[src/rtl/dpram_pkg.sv]
// Shared widths and types for the dual-port RAM slice.
package dpram_pkg;
    localparam int ADDR_W = 4;
    localparam int DATA_W = 8;
    localparam int DEPTH  = 1 << ADDR_W;

    typedef logic [ADDR_W-1:0] addr_t;
    typedef logic [DATA_W-1:0] data_t;
    typedef logic [ADDR_W:0]   occ_t;
endpackage

[src/rtl/dpram_vld_tracker.sv]
// Per-entry written flags plus a count of distinct entries written since reset.
// Latency: written_at_rd is combinational from current flags; occupancy is registered.
// Backpressure: none; a write is accepted every cycle.
module dpram_vld_tracker
    import dpram_pkg::*;
(
    input  logic  clk,
    input  logic  reset,
    input  logic  wr_en,
    input  addr_t wr_addr,
    input  addr_t rd_addr,
    output logic  written_at_rd,
    output occ_t  occupancy
);
    logic [DEPTH-1:0] written;

    assign written_at_rd = written[rd_addr];

    always_ff @(posedge clk or posedge reset) begin
        if (reset) begin
            written   <= '0;
            occupancy <= '0;
        end else if (wr_en) begin
            written[wr_addr] <= 1'b1;
            // Only first touch of an entry counts; the count saturates at DEPTH naturally.
            if (!written[wr_addr])
                occupancy <= occupancy + occ_t'(1);
        end
    end
endmodule

[src/rtl/dpram_core.sv]
// Dual-port RAM with write-first collision bypass, uninitialised-read flag and occupancy.
// Latency: read data one cycle after rd_en is sampled; writes land on the same edge.
// Backpressure: none; both ports accept one request every cycle.
module dpram_core
    import dpram_pkg::*;
(
    input  logic  clk,
    input  logic  reset,
    input  logic  wr_en,
    input  addr_t wr_addr,
    input  data_t data_in,
    input  logic  rd_en,
    input  addr_t rd_addr,
    output data_t data_out,
    output logic  rd_valid,
    output logic  rd_uninit,
    output logic  collision,
    output occ_t  occupancy
);
    data_t mem [DEPTH];
    logic  written_at_rd;
    logic  same_addr_hit;

    assign same_addr_hit = wr_en && rd_en && (wr_addr == rd_addr);

    dpram_vld_tracker u_tracker (
        .clk           (clk),
        .reset         (reset),
        .wr_en         (wr_en),
        .wr_addr       (wr_addr),
        .rd_addr       (rd_addr),
        .written_at_rd (written_at_rd),
        .occupancy     (occupancy)
    );

    always_ff @(posedge clk or posedge reset) begin
        if (reset)
            mem <= '{default: '0};
        else if (wr_en)
            mem[wr_addr] <= data_in;
    end

    // Same-address write wins: the reader sees the incoming data, never the stale entry.
    always_ff @(posedge clk or posedge reset) begin
        if (reset) begin
            data_out  <= '0;
            rd_valid  <= 1'b0;
            rd_uninit <= 1'b0;
            collision <= 1'b0;
        end else begin
            rd_valid  <= rd_en;
            collision <= same_addr_hit;
            if (rd_en) begin
                data_out  <= same_addr_hit ? data_in : mem[rd_addr];
                rd_uninit <= same_addr_hit ? 1'b0 : ~written_at_rd;
            end
        end
    end
endmodule

[config.mk]
export PLATFORM = sky130hd
export DESIGN_NAME = dpram_core
export DESIGN_NICKNAME = d
export VERILOG_FILES = /design/src/rtl/dpram_pkg.sv /design/src/rtl/dpram_vld_tracker.sv /design/src/rtl/dpram_core.sv
export SDC_FILE = /design/constraint.sdc
export NUM_CORES = 1
export LEC_CHECK = 0
export CORE_UTILIZATION = 63
export CTS_BUF_LIST = sky130_fd_sc_hd__clkbuf_8
export CTS_CLUSTER_SIZE = 8
export DETAILED_ROUTE_END_ITERATION = 8
export GPL_ROUTABILITY_DRIVEN = 0
export GPL_TIMING_DRIVEN = 0
export MAX_ROUTING_LAYER = met4
export PLACE_DENSITY = 0.83
export SLEW_MARGIN = 20
export SYNTH_ARGS = -nofsm -noshare
export SYNTH_HDL_FRONTEND = slang
export SYNTH_HIERARCHICAL = 1
export SYNTH_SLANG_ARGS = --single-unit
export TNS_END_PERCENT = 5
[constraint.sdc]
create_clock -name clk -period 5.5 [get_ports clk]
set_input_delay 0.55 -clock clk [delete_from_list [all_inputs] [get_ports clk]]
set_output_delay 0.55 -clock clk [all_outputs]
set_load 0.005 [all_outputs]
# After elaboration in Yosys (flattened, before gate mapping)
# Cells that the tools add are included.
[totals] ff_bits=160 in_bits=20 out_inout_bits=16 word_cells=54
[classes] n_addsub=1 magnitude_cmp=6 eq_ne=1 n_mux=14 n_bitwise=5 reduce_logical=5
[ops] operator="bitwise mux 128 bit" count=1
[ops] operator="binary-select mux 8 bit (select 4 bit)" count=1
[ops] operator="demux 8 bit (select 4 bit)" count=1
[ops] operator="two-way mux 8 bit" count=4
[ops] operator="bitwise OR 16 bit" count=1
[ops] operator="greater-or-equal comparator 5 bit (second input constant)" count=2
[ops] operator="< comparator 4 x 5 -> 1 bit (second input constant)" count=2
[ops] operator="NOT 4 -> 5 bit" count=2
[ops] operator="binary-select mux 1 bit (select 4 bit)" count=2
[ops] operator="adder 5 x 1 -> 5 bit (second input constant)" count=1
[ops] operator="< comparator 5 x 1 -> 1 bit (second input constant)" count=1
[ops] operator="demux 1 bit (select 4 bit)" count=1
[ops] operator="== test 4 bit" count=1
[ops] operator="greater-or-equal comparator 4 x 1 -> 1 bit (second input constant)" count=1
[ops] operator="logical AND 1 bit" count=4
[ops] operator="two-way mux 1 bit" count=4
[ops] operator="NOT 1 bit" count=2
[ops] operator="AND reduction 2 bit" count=1

# Longest topological paths before layout
# Gate-level depths: netlist of the first run.
[depth] depth_word=6 ltp_mapped=7 ltp_nobuf=5

# Cells and area by module
# Netlist of the first run, hierarchy kept.
[modules_own_cells] module="dpram_core" instances=1 cells_each=412 area_per_inst_um2=6567.5 seq_area_each_um2=3478.3
[modules_own_cells] module="dpram_vld_tracker" instances=1 cells_each=82 area_per_inst_um2=1093.5 seq_area_each_um2=525.5

# Worst setup path before layout of the first run
# OpenSTA, ideal clock, no wires.
[synth_timing] path_kind="in2reg" start="input wr_addr[1]" end="register u_tracker.occupancy[1]" setup_ns=0.125 t_arrival_ns=1.776 required_time_ns=5.375 path_slack_ns=3.599 cell_stages=5 n_path_buf=1 path_cell_list="buf_6 mux4_2 mux2i_1 o2111ai_2 mux2_2"
[synth_via] elab_chain_len=4
[synth_rtl] element="start: declaration" line="dpram_core.sv:10" rtl="input addr_t wr_addr,"
[synth_rtl] element="binary-select mux 1 bit (select 4 bit)" line="dpram_vld_tracker.sv:26" rtl="if (!written[wr_addr])"
[synth_rtl] element="two-way mux 1 bit (implied by the code)" line="dpram_vld_tracker.sv:26"
[synth_rtl] element="NOT 1 bit (no line)"
[synth_rtl] element="AND reduction 2 bit (no line)"
[synth_rtl] element="end signal: assignment" line="dpram_vld_tracker.sv:27" rtl="occupancy <= occupancy + occ_t'(1);"
[synth_rtl] element="end: declaration" line="dpram_vld_tracker.sv:13" rtl="output occ_t occupancy"
# Every way passes these cells. The select of a mux whose other input is x is not followed.
# A chain may end at the register's enable or synchronous reset.

# Worst setup path after layout of the first run
[layout_timing] start="input wr_addr[2]" end="register u_tracker.occupancy[4]"
# The elaborated chain is that of the path after synthesis.

==> key figures, run 1 <==
Detailed routing
  – WL/cell: roughly 24 µm
  – Drt drc: 1
  – Drt total wl: 16,800 µm
  – ANT nets after route: 0
  – DRT Pass-1 Iters: 6
  – Initial DRC Count: approximately 380
  – DR vias: around 4,600
  – Vias per std cell: ~6.5

Layout
  – Ant. Diodes: 0
  – Nets: roughly 570
  – Area Overhead vs Synth: 12.6%
  – Proportion of layout cells with a drive suffix above 1: 0.418
  – Final Util: 0.743
  – Final std cells w/o fill: ~700

Yosys
  – Yosys top cell area share: 0.523
  – Synthesized area: between 7000 and 8000 µm²
  – YS warnings: 6
  – Synth Area per Inst: ~16 µm²
  – Synth unique cells: 47
  – Syn_nets: 515
  – Synth top area cells: dfrtp_1 52%, mux2_2 15%, mux4_2 7.6%
  – Sequential fraction of the synthesis area: 0.523
  – Synth area leader: dfrtp_1
  – Syn Inst Count: between 400 and 500
  – Dominant cell by count in the synthesized netlist: dfrtp_1
  – Number of synthesized flops with an enable pin: 0
  – Post-synth top cells: 160 x dfrtp_1, 105 x mux2_2, 26 x mux4_2
  – Main synth FF type: dfrtp_1
  – Synth async-reset ratio: 1.00
  – Flops & latches, synth: 160

Clock network
  – Cts repair resizes: 0
  – CTS Root Buffer Type: clkbuf_8
  – Number of setup buffers added after CTS: 0
  – Clock latency on the worst-skew pair: approximately 0.47 ns
  – Cts bufs inserted: 17
  – CTS tree: yes
  – Cts hold-fix bufs: 0
  – Htree depth: 4
  – Sink Count: 160
  – Worst-path clk slew: approximately 0.090 ns
  – Clk buf depth: 2

Global routing
  – Initial antenna violation count: 0
  – Vias in the first global route: between 4,000 and 5,000
  – GRT Total Usage: 0.306
  – Largest net degree at the start of global routing: 85
  – Global-route wire length before repair: between 20,000 and 30,000 µm
  – GRT overflow: 0

Timing
  – Max-slew violations: 0
  – Final setup margin: about 3.2 ns
  – Endpoints failing setup: 0
  – RSZ-0062 raised after global routing: false
  – Period utilisation layout: 0.422
  – Final hold vios: 0
  – Max_slew headroom: 0.346
  – Worst Tran Pin Value: around 0.98 ns
  – Final Skew: 0.0152 ns
  – Highest clock rate: roughly 0.43 GHz
  – Setup_tns: 0 ns
  – Minimum clock period: 2.32 ns

Setup path
  – Startpoint types: input pin
  – Req. time, crit path: around 5.9 ns
  – Data arrival time of the critical path: ~2.7 ns
  – Crit Path Class: input pin to flip-flop
  – Worst Path Max Fanout: 9
  – Setup crit end kind: flip-flop

Floorplan
  – IO Count: 36
  – FP Rows: 39
  – Die H: around 110 µm
  – Die W: about 110 µm
  – Placeable Area: between 10,000 and 15,000 µm²
  – Die area: 12,600 µm²
  – Initial core utilization: 0.660

Run status
  – Failing checks: DRC
  – Status: finished, violations left

Power
  – Switching share of power: 0.258
  – Maximum VDD drop: between 0.0002 and 0.0003 V
  – Internal Power: 2390 µW
  – Combinational power share: 0.218
  – Power per cell area: about 370 nW/µm²
  – Sequential Power Share: 0.499
  – Pwr Total: 3210 µW
  – Pleak: roughly 0.0037 µW
  – Sw Pwr: a little over 800 µW
  – Clock power share: 0.282

Placement
  – Placed Cells: around 670
  – Detailed Place HPWL: about 11,000 µm
  – # port buffers: 34
  – DP Worst Slack: between 2 and 3 ns

Hold path
  – Worst min path class: input pin to flip-flop

Job
  – Max-capacitance violation count: 0
path summary, 6_finish.rpt:
path,slack (ns),startpoint,end,cells past startpoint
max in group asynchronous,4.26,reset,mem[89],3
max,3.18,wr_addr[2],u_tracker/occupancy[4],7
min in group asynchronous,0.52,reset,mem[44],2
max reg2reg,3.72,u_tracker/written[15],u_tracker/occupancy[4],5
min,0.38,wr_addr[1],u_tracker/written[14],3
min reg2reg,0.49,u_tracker/written[10],u_tracker/written[10],1
sequential cells by signal, summed over array words and instances (netlist names):
register / cells
mem: 128
u_tracker/occupancy: 5
collision: 1
rd_uninit: 1
data_out: 8
u_tracker/written: 16
rd_valid: 1
layer usage:
metal / GRT usage / vias up / share of wire
met1: 0.420 / 2459 / 0.44
met5: - / - / 0
met4: 0.0951 / 0 / 0.022
met3: 0.0697 / 32 / 0.052
li1: - / 1962 / -
met2: 0.463 / 120 / 0.49
cell type report:
type | instances | area [µm²]
Timing Repair Buffer | 35 | 368
Clock buffer | 17 | 234
Fill cell | 749 | 2990
Buffer | 32 | 226
Inverter | 5 | 26.3
Tap cell | 143 | 179
Clock inverter | 14 | 176
Sequential cell | 160 | 4000
Multi-Input combinational cell | 297 | 3410
metrics by stage:
step	instance area, µm²	hold WS (ns)
2_1_floorplan	7660	0.440
3_3_place_gp	8180	0.458
3_5_place_dp	8220	0.473
4_1_cts	8630	0.356
5_1_grt	8630	0.367
6_report	8630	0.375
worst max-delay path: stages:
cell	delay [ns]
clkdlybuf4s50_1	0.66
buf_2	0.26
and3b_1	0.24
a222oi_1	0.36
o2111ai_2	0.26
nor2_1	0.22
xor2_1	0.15
layout by cell type (no fill, tap or decap), drive strengths merged, types with 3 or more instances in the layout:
master	synthesis	final
dfrtp	160	160
o21bai	6	6
mux4	39	39
nor3	5	5
buf	18	19
or3	3	3
nand2	9	9
a32oi	8	8
inv	5	8
clkinv	0	6
nor2	24	24
xor2	6	6
nand2b	6	6
a21o	5	5
bufinv	0	4
mux2	133	133
clkbuf	14	31
a31o	5	5
clkdlybuf4s50	0	34
nor2b	4	4
o21ai	8	8
a22o	16	16
nand3	6	6
kinds of logic (layout without fill, tap and decap cells):
logic type      count (synthesis)  in the layout  share of synthesized area
buf+inv                        37            103                     0.0320
flops                         160            160                      0.523
fa+ha+maj                       1              1                    0.00163
xor+xnor                        8              8                    0.00915
simple gates                   63             63                     0.0492
mux                           173            173                      0.330
compound gates                 52             52                     0.0554
power groups by stage:
stage / Sequential [µW] / Clock, µW / Combinational (µW)
finish: 1600 / 907 / 702
global route: 1640 / 963 / 760
CTS: 1600 / 916 / 707
detailed placement: 1620 / 0 / 703
global placement: 1600 / 0 / 672
floorplan: 1580 / 0 / 511
Note: power is estimated with default switching activity, not from simulation.
==> run 2: changes to the inputs <==
Settings changed: CORE_UTILIZATION 63 to 57, PLACE_DENSITY 0.83 to 0.79.
Clock period 5.5 ns to 2 ns, I/O delays scaled along.
==> key figures, run 2 (synthesis results as in run 1) <==
Power
  – Sequential Power Share: 0.475 (was 0.499)
  – Clock power share: 0.315 (was 0.282)
  – Power per cell area: 1060 nW/µm² (was 372 nW/µm²)
  – Combinational power share: 0.210 (was 0.218)
  – Sw Pwr: 2320 µW (was 828 µW)
  – Internal Power: 7010 µW (was 2390 µW)
  – Switching share of power: 0.249 (was 0.258)
  – Pwr Total: 9330 µW (was 3210 µW)
  – Pleak: 0.00381 µW (was 0.00374 µW)
  – Maximum VDD drop: 0.000595 V (was 0.000296 V)

Floorplan
  – IO Count: 36 (unchanged)
  – FP Rows: 41 (was 39)
  – Die area: 13,900 µm² (was 12,600 µm²)
  – Initial core utilization: 0.595 (was 0.660)
  – Die H: 118 µm (was 112 µm)
  – Placeable Area: 12,900 µm² (was 11,600 µm²)
  – Die W: 118 µm (was 112 µm)

Layout
  – Max reg flops: 128 (unchanged)
  – Most frequent cells in the layout: 160 x dfrtp_1, 105 x mux2_2, 33 x clkdlybuf4s50_1, 26 x mux4_2, 25 x mux2_4 (was 160 x dfrtp_1, 105 x mux2_2, 34 x clkdlybuf4s50_1, 26 x mux4_2, 25 x mux2_4)
  – Final std cells w/o fill: 736 (was 703)
  – Most common cell after layout, fill and taps aside: dfrtp_1 (unchanged)
  – Biggest regs: mem x128, u_tracker/written x16, data_out x8 (unchanged)
  – Fillers: 853 (was 749)
  – Largest Register: mem (unchanged)
  – Proportion of layout cells with a drive suffix above 1: 0.429 (was 0.418)
  – Post-layout instance area: 8820 µm² (was 8630 µm²)
  – Ant. Diodes: 0 (unchanged)
  – Nets: 572 (was 569)
  – Area Overhead vs Synth: 15.1% (was 12.6%)

Setup path
  – Req. time, crit path: 2.35 ns (was 5.89 ns)
  – Crit path cell chain: clkdlybuf4s50_1 -> nand2_1 -> nor3_2 -> mux2_2 (was clkdlybuf4s50_1 -> buf_2 -> and3b_1 -> a222oi_1 -> o2111ai_2 -> nor2_1 -> xor2_1)
  – Setup crit end kind: flip-flop (unchanged)
  – Crit Path Class: input pin to flip-flop (unchanged)
  – Slowest-stage cell, CP: nor3_2 (was clkdlybuf4s50_1)
  – Data arrival time of the critical path: 2.31 ns (was 2.71 ns)
  – Reg2Reg Depth: 4 (was 5)
  – Startpoint types: input pin (unchanged)
  – CP peak stage delay: 0.83 ns (was 0.66 ns)
  – Worst Path Max Fanout: 8 (was 9)

Timing
  – Minimum clock period: a little under 2 ns
  – Setup_tns: 0 ns (unchanged)
  – Max_slew headroom: 0.347 (was 0.346)
  – RSZ-0062 raised after global routing: false (unchanged)
  – Final hold vios: 0 (unchanged)
  – Highest clock rate: 0.510 GHz
  – Period utilisation layout: 0.980
  – Endpoints failing setup: 0 (unchanged)
  – Max-slew violations: 0 (unchanged)
  – Final Skew: 0.00734 ns (was 0.0152 ns)
  – Worst Tran Pin Value: 0.975 ns (was 0.976 ns)

Clock network
  – CTS Root Buffer Type: clkbuf_8 (unchanged)
  – Clk buf depth: 2 (unchanged)
  – Cts bufs inserted: 17 (unchanged)
  – CTS tree: yes (unchanged)
  – Clock latency on the worst-skew pair: 0.46 ns (was 0.47 ns)
  – Worst-path clk slew: 0.08 ns (was 0.09 ns)
  – Number of setup buffers added after CTS: 0 (unchanged)
  – Sink Count: 160 (unchanged)
  – Cts hold-fix bufs: 0 (unchanged)
  – Cts repair resizes: 0 (unchanged)
  – Htree depth: 4 (unchanged)

Detailed routing
  – ANT nets after route: 0 (unchanged)
  – DR vias: 4,716 (was 4,573)
  – Vias per std cell: 6.41 (was 6.50)
  – Drt drc: 0 (was 1)
  – Initial DRC Count: 300 (was 375)
  – Drt total wl: 17,800 µm (was 16,800 µm)
  – WL/cell: 24.3 µm (was 23.9 µm)
  – DRT Pass-1 Iters: 5 (was 6)

Hold path
  – Worst min path class: input pin to flip-flop (unchanged)
  – Hold depth: 3 (unchanged)

Run status
  – Status: finished clean (was finished, violations left)

Global routing
  – GRT overflow: 0 (unchanged)
  – Largest net degree at the start of global routing: 35 (was 85)
  – Initial antenna violation count: 0 (unchanged)
  – Global-route wire length before repair: 28,700 µm (was 27,400 µm)
  – Vias in the first global route: 5,110 (was 4,903)
  – GRT Total Usage: 0.290 (was 0.306)

Placement
  – Post-place instance area: 8300 µm² (was 8220 µm²)
  – Detailed Place HPWL: 12,000 µm (was 11,300 µm)
  – Placed Cells: 704 (was 672)
  – # port buffers: 34 (unchanged)

Job
  – Max-capacitance violation count: 0 (unchanged)
[run 2: changes by cell type in the layout (fill, tap and decap cells not counted), sizes merged, moves of 2 or more]
cell and change:
clkbuf +5, inv -4, clkinv -3, bufinv +2, buf +3
[run 2: stage by stage]
stage / setup WS (ns) / hold slack, ns / utilization
global route: 0.00137 / 0.0517 / 0.685
finish: 0.0396 / 0.0372 / 0.685
floorplan: 0.0649 / 0.177 / -
CTS: 0.0302 / 0.00971 / 0.684
detailed placement: -0.465 / 0.462 / 0.645
global placement: -1.08 / 0.453 / 0.638
[run 2: cell type report]
class / instances / area, µm² / area share
flip-flops and latches: 160 / 4000 / 0.454
multi-input cells: 297 / 3420 / 0.388
repair buffers: 38 / 423 / 0.0480
clock buffers: 22 / 303 / 0.0343
plain buffers: 32 / 228 / 0.0258
well taps: 172 / 215 / 0.0244
clock inverters: 10 / 203 / 0.0230
inverters: 5 / 22.5 / 0.00255
[run 2: worst paths after layout]
| kind | start | to | slack [ns] |
|---|---|---|---|
| worst max register to register | u_tracker/written[5] | u_tracker/occupancy[1] | 0.16 |
| worst min-delay path | wr_addr[1] | u_tracker/written[15] | 0.04 |
| max in group asynchronous | reset | mem[113] | 0.88 |
| worst min register to register | u_tracker/occupancy[4] | u_tracker/occupancy[4] | 0.47 |
| worst max-delay path | wr_addr[3] | mem[11] | 0.04 |
| min in group asynchronous | reset | mem[71] | 0.14 |
[run 2: power groups by stage]
stage               clock [µW]  combinational, µW  sequential (µW)
finish                    2940               1960             4430
global route              3110               2110             4520
detailed placement           0               1950             4480
CTS                       2970               1960             4420
floorplan                    0               1410             4330
global placement             0               1850             4410
[run 2: metal layers]
layer  GRT usage  wire length [µm]  vias up
li1            -                 -     1979
met1       0.369              7400     2489
met2       0.435              8630      193
met3      0.0809              1160       55
met4       0.134               659        0
met5           -                 0        -
[run 2: worst max-delay path: cells and delay by family]
family	cells	cell delay [ns]
buffers and inverters	1	0.63
multiplexers	1	0.42
AND/OR/NAND/NOR	2	1.05
